==> src/rtl/dot_pkg.sv <==
// Shared types and default constants for the dot-product initiator path.
package dot_pkg;

    typedef enum logic [1:0] {
        LOAD = 2'd0,
        FIRE = 2'd1,
        WAIT = 2'd2,
        OUT  = 2'd3
    } feed_state_t;

    localparam int DOT_Q       = 15;
    localparam int DOT_N       = 32;
    localparam int DOT_H       = 10;
    localparam int DOT_TIMEOUT = 64;

endpackage

==> src/rtl/dot_wait_timer.sv <==
// Completion watchdog: counts WAIT cycles and flags the last permitted one.
module dot_wait_timer
    import dot_pkg::*;
#(
    parameter int TIMEOUT = DOT_TIMEOUT
) (
    input  logic clk_i,
    input  logic rst_i,
    input  logic clear_i,
    input  logic en_i,
    output logic expired_o
);

    localparam int CNT_W = $clog2(TIMEOUT + 1);

    logic [CNT_W-1:0] cnt_q;
    logic [CNT_W-1:0] cnt_d;

    assign expired_o = (cnt_q == CNT_W'(TIMEOUT - 1));

    // Holds at the terminal value so a stalled enable can never wrap.
    always_comb begin
        cnt_d = cnt_q;
        if (clear_i) begin
            cnt_d = '0;
        end else if (en_i && !expired_o) begin
            cnt_d = cnt_q + CNT_W'(1);
        end
    end

    always_ff @(posedge clk_i) begin
        if (rst_i) begin
            cnt_q <= '0;
        end else begin
            cnt_q <= cnt_d;
        end
    end

endmodule

==> src/rtl/dot_vector_feeder.sv <==
// Collects (a,b) pairs into two vectors, fires the dot engine, returns the result.
//  state | meaning
//  LOAD  | accepting pairs into a_vec/b_vec at idx
//  FIRE  | one-cycle start_dot pulse, watchdog cleared
//  WAIT  | vectors frozen, waiting for dot_done or watchdog expiry
//  OUT   | result (or timeout error) offered until consumer takes it
module dot_vector_feeder
    import dot_pkg::*;
#(
    parameter int Q       = DOT_Q,
    parameter int N       = DOT_N,
    parameter int H       = DOT_H,
    parameter int TIMEOUT = DOT_TIMEOUT
) (
    input  logic                clk_i,
    input  logic                rst_i,
    input  logic                in_valid_i,
    output logic                in_ready_o,
    input  logic [N-1:0]        in_a_i,
    input  logic [N-1:0]        in_b_i,
    input  logic                in_last_i,
    output logic [H-1:0][N-1:0] a_vec_o,
    output logic [H-1:0][N-1:0] b_vec_o,
    output logic                start_dot_o,
    input  logic [N-1:0]        dot_result_i,
    input  logic                dot_done_i,
    output logic                out_valid_o,
    input  logic                out_ready_i,
    output logic [N-1:0]        out_data_o,
    output logic                out_err_o
);

    localparam int IDX_W = $clog2(H);

    if (H < 2) begin : g_bad_h
        $error("dot_vector_feeder: H must be at least 2");
    end
    if (TIMEOUT < 1) begin : g_bad_timeout
        $error("dot_vector_feeder: TIMEOUT must be at least 1");
    end
    if (Q < 0 || Q >= N) begin : g_bad_q
        $error("dot_vector_feeder: Q must lie in [0, N-1]");
    end

    feed_state_t         state_q;
    logic [IDX_W-1:0]    idx_q;
    logic [H-1:0][N-1:0] a_q;
    logic [H-1:0][N-1:0] b_q;
    logic                start_q;
    logic                out_valid_q;
    logic [N-1:0]        out_data_q;
    logic                out_err_q;

    logic                last_xfer;
    logic                timer_expired;

    assign last_xfer   = in_last_i || (idx_q == IDX_W'(H - 1));

    assign in_ready_o  = (state_q == LOAD);
    assign a_vec_o     = a_q;
    assign b_vec_o     = b_q;
    assign start_dot_o = start_q;
    assign out_valid_o = out_valid_q;
    assign out_data_o  = out_data_q;
    assign out_err_o   = out_err_q;

    dot_wait_timer #(
        .TIMEOUT (TIMEOUT)
    ) u_wait_timer (
        .clk_i     (clk_i),
        .rst_i     (rst_i),
        .clear_i   (state_q == FIRE),
        .en_i      (state_q == WAIT),
        .expired_o (timer_expired)
    );

    always_ff @(posedge clk_i) begin
        if (rst_i) begin
            state_q     <= LOAD;
            idx_q       <= '0;
            a_q         <= '0;
            b_q         <= '0;
            start_q     <= 1'b0;
            out_valid_q <= 1'b0;
            out_data_q  <= '0;
            out_err_q   <= 1'b0;
        end else begin
            start_q <= 1'b0;
            case (state_q)
                LOAD: begin
                    if (in_valid_i) begin
                        // Slots above an early last are zeroed so stale data never reaches the engine.
                        for (int j = 0; j < H; j++) begin
                            if (j == int'(idx_q)) begin
                                a_q[j] <= in_a_i;
                                b_q[j] <= in_b_i;
                            end else if (last_xfer && (j > int'(idx_q))) begin
                                a_q[j] <= '0;
                                b_q[j] <= '0;
                            end
                        end
                        if (last_xfer) begin
                            state_q <= FIRE;
                            start_q <= 1'b1;
                        end else begin
                            idx_q <= idx_q + IDX_W'(1);
                        end
                    end
                end
                FIRE: begin
                    state_q <= WAIT;
                end
                WAIT: begin
                    if (dot_done_i) begin
                        out_data_q  <= dot_result_i;
                        out_err_q   <= 1'b0;
                        out_valid_q <= 1'b1;
                        state_q     <= OUT;
                    end else if (timer_expired) begin
                        out_data_q  <= '0;
                        out_err_q   <= 1'b1;
                        out_valid_q <= 1'b1;
                        state_q     <= OUT;
                    end
                end
                OUT: begin
                    if (out_ready_i) begin
                        out_valid_q <= 1'b0;
                        idx_q       <= '0;
                        state_q     <= LOAD;
                    end
                end
                default: begin
                    state_q <= LOAD;
                end
            endcase
        end
    end

endmodule
==> config.mk <==
export PLATFORM = sky130hd
export DESIGN_NAME = dot_vector_feeder
export DESIGN_NICKNAME = d
export VERILOG_FILES = /design/src/rtl/dot_pkg.sv /design/src/rtl/dot_wait_timer.sv /design/src/rtl/dot_vector_feeder.sv
export SDC_FILE = /design/constraint.sdc
export NUM_CORES = 1
export LEC_CHECK = 0
export CORE_AREA = 8 8 299 301
export CTS_BUF_LIST = sky130_fd_sc_hd__clkbuf_16
export DETAILED_ROUTE_END_ITERATION = 8
export DIE_AREA = 0 0 307 309
export GPL_TIMING_DRIVEN = 0
export HOLD_SLACK_MARGIN = 0.08
export PLACE_DENSITY = 0.57
export RECOVER_POWER = 100
export SLEW_MARGIN = 10
export SYNTH_ARGS = -nofsm -noshare
export SYNTH_HDL_FRONTEND = slang
export SYNTH_SLANG_ARGS = --single-unit
==> constraint.sdc <==
create_clock -name clk_i -period 2.38 [get_ports clk_i]
set_input_delay 0.476 -clock clk_i [delete_from_list [all_inputs] [get_ports clk_i]]
set_output_delay 0.476 -clock clk_i [all_outputs]
set_load 0.02 [all_outputs]
==> impl_results.md <==
- Status: finished, final reports clean
- Post-DP HPWL: 75.9 mm
- Routed vias: 19300
- Highest-delay cell along the critical path: clkdlybuf4s50_1
- Crit end category: register
- Static Leak: 0.0150 µW
- Die area: 94900 µm²
- Initial antenna violation count: 10
- # setup viols final: 0
- # placed instances: 3837
- Crit-path cells: clkdlybuf4s50_1 -> clkbuf_4 -> clkbuf_2 -> clkbuf_4 -> clkbuf_2 -> nor2_1
- Fin. Hold Viols: 0
- Worst Max-Slew Pin Slew: 1210 ps
- FF+latch count, synth: 688
- Layout Nets: 2901
- Count of pins over their slew limit: 0
- Buf+Inv Stages, Crit Path: 5
- Skew-Pair Late Insertion Delay: 610 ps
- GR Overflow Total: 0
- Io pins: 778
- Core Rows: 107
- FFs w/ async S/R, synth: 0%
- Top delay family on crit path: buffers and inverters
- Mapped Area: 22100 µm²
- Largest net degree at the start of global routing: 14
- CTS Buffer Depth: 3
- Setup CP Type: primary input to register
- CP required: 2860 ps
- Maximum vdd drop: 0.682 mV
- Final Non-Filler Cells: 3992
- Layout cells sized above 1: 10.1%
- Fin crit share: 97.2%
- Wire per inst: 26.1 µm
- Post-synthesis sequential area ratio: 62.3%
- Slowest stage delay, CP: 670 ps
- Final WS setup: 67.8 ps
- Number of global-route vias before repair: 18700
- Gr usage total: 20.6%
- Initial DRC count: 1208
- CTS H-tree depth: 3
- Cells after synthesis: 1972
- Reg clk slew, reported paths: 70 ps
- RePlAce Congestion: 0.782
- Tmin final: 2310 ps
- Die Wd: 307 µm
- Tot Pwr: 28400 µW
- Post-place setup slack: -1680 ps
- Sink Count: 688
- Synth cell types: 55
- Pre-antenna DRT Iters: 6
- DR vias/cell: 4.83
- Startpoint types: primary input
- Worst relative slew slack: 19.2%
- CTS tree: done
- Routed Antenna Nets: 0
- Power density over the cells: 839 nW/µm²
- Die height: 309 µm
- Port Buffers: 711
- Root Buffer: clkbuf_16
- Number of flops mapped to enable cells by yosys: 0
- Critical Path Fanout Max: 10
- Syn_nets: 2085
- Num CTS Buffers: 78
- First-pass GRT wire length: 143 mm
- Worst hold-check path type: primary input to register
- Highest clock rate: 432 MHz
- Max Cap Viol: 0
- Starting Density: 26.1%
- Final core occ: 40.0%
- Top_reg_cell synth: dfxtp_1
- Critical Path AT: 2790 ps
- Synth warnings: 0
- Routed Wire Length: 104 mm
- Syn avg cell area: 11.2 µm²
- Core ar.: 84600 µm²
- Skew final: 25.4 ps
- Synth-to-layout area growth: 52.9%
- # DRC: 0
[sequential cells by signal (all words and copies together), names as in the netlist]
signal,count
a_vec_o,320
b_vec_o,320
out_data_o,32
u_wait_timer.cnt_q,7
idx_q,4
state_q,2
out_err_o,1
out_valid_o,1
start_dot_o,1
[logic make-up after synthesis]
group           Yosys count  share of synthesized area, %
simple gates            317                          6.00
buf+inv                 237                          4.71
mux                       2                        0.0905
compound gates          714                          26.2
fa+ha+maj                11                         0.622
xor+xnor                  3                         0.119
flops                   688                          62.3
[worst reg2reg max path: cells and delay by family, from the launching register on]
kind / cells / cell delay [ps]
buf+inv: 5 / 850
fa+ha+maj: 1 / 200
compound gates: 2 / 320
simple gates: 2 / 480
flops: 1 / 340
[routing by layer]
layer  wire length, µm  vias up  global-route usage (%)
li1                  -     8895                       -
met1             42100     9417                    24.8
met2             49200      805                    34.2
met3              9680      158                    6.97
met4              3350        0                    7.22
met5                 0        -                       0
[placed cells by master, fill, tap and decap left out, types with 3 or more instances in the layout]
cell	count
dfxtp_1	686
inv_1	22
a22o_1	482
a21oi_4	4
buf_2	39
nand2b_1	4
buf_16	4
dlygate4sd3_1	671
o21ai_0	7
and2_0	4
clkinv_2	11
a21oi_1	71
buf_12	5
clkdlybuf4s50_1	39
diode_2	4
o21bai_1	3
a31oi_1	3
buf_4	30
clkinv_1	17
nand4_1	5
nor2_1	133
bufinv_16	5
buf_6	12
buf_8	11
clkbuf_1	92
a22oi_1	128
nor3_1	6
ha_1	11
xor2_1	3
clkbuf_2	38
nand2_1	134
and2_1	6
clkbuf_16	79
nand3_1	3
clkbuf_4	24
[through the flow]
step           TNS (ps)  area (µm²)  hold WS (ps)
5_1_grt           -4.22       33800           254
4_1_cts               0       33600           200
3_5_place_dp    -466370       30900           446
3_3_place_gp    -751520       30700           441
2_1_floorplan         0       22100           444
6_report              0       33800           268
[power breakdown]
group	leakage, µW	total [µW]	switching (µW)	internal, µW
sequential	0.00555	12200	224	11900
combinational	0.00822	4720	3170	1560
clock	0.00124	11500	4930	6550
[synth_stat cells (4+ instances only)]
| library cell | number | share of area (%) |
|---|---|---|
| a22o_1 | 482 | 19 |
| ha_1 | 11 | 0.62 |
| nand4_1 | 5 | 0.14 |
| o21ai_0 | 7 | 0.16 |
| nand2_1 | 136 | 2.3 |
| buf_2 | 66 | 1.5 |
| clkbuf_1 | 132 | 2.2 |
| a21oi_1 | 73 | 1.7 |
| buf_1 | 19 | 0.32 |
| nor3_1 | 6 | 0.14 |
| buf_6 | 6 | 0.31 |
| a22oi_1 | 128 | 4.3 |
| dfxtp_1 | 688 | 62 |
| inv_1 | 6 | 0.10 |
| and2_1 | 10 | 0.28 |
| nand2b_1 | 4 | 0.11 |
| buf_4 | 6 | 0.20 |
| nor2_1 | 134 | 2.3 |
[area by class of cell]
type / instances / area [µm²]
Sequential cell: 688 / 13800
Buffer: 230 / 1310
Clock inverter: 57 / 408
Timing Repair Buffer: 737 / 7470
Tap cell: 1144 / 1430
Fill cell: 8307 / 50800
Inverter: 6 / 22.5
Clock buffer: 79 / 1980
Multi-Input combinational cell: 1047 / 7420
Antenna cell: 4 / 10.0
[repair_timing]
item | 4_1_cts | 5_1_grt
cloned | 0 | 0
pin swaps | 6 | 1
setup buffers | 14 | 2
gates resized for setup | 86 | 87
setup endpoints to repair | 634 | 539
hold buffers | 0 | 0
[path summary, 6_finish.rpt]
kind / end / cells past startpoint / start / slack (ps)
min: idx_q[0] / 3 / in_valid_i / 270
max: b_vec_o[203] / 6 / rst_i / 70
max reg2reg: b_vec_o[66] / 10 / state_q[1] / 90
min reg2reg: b_vec_o[25] / 2 / b_vec_o[25] / 450
Power figures use the tool's default switching activity.
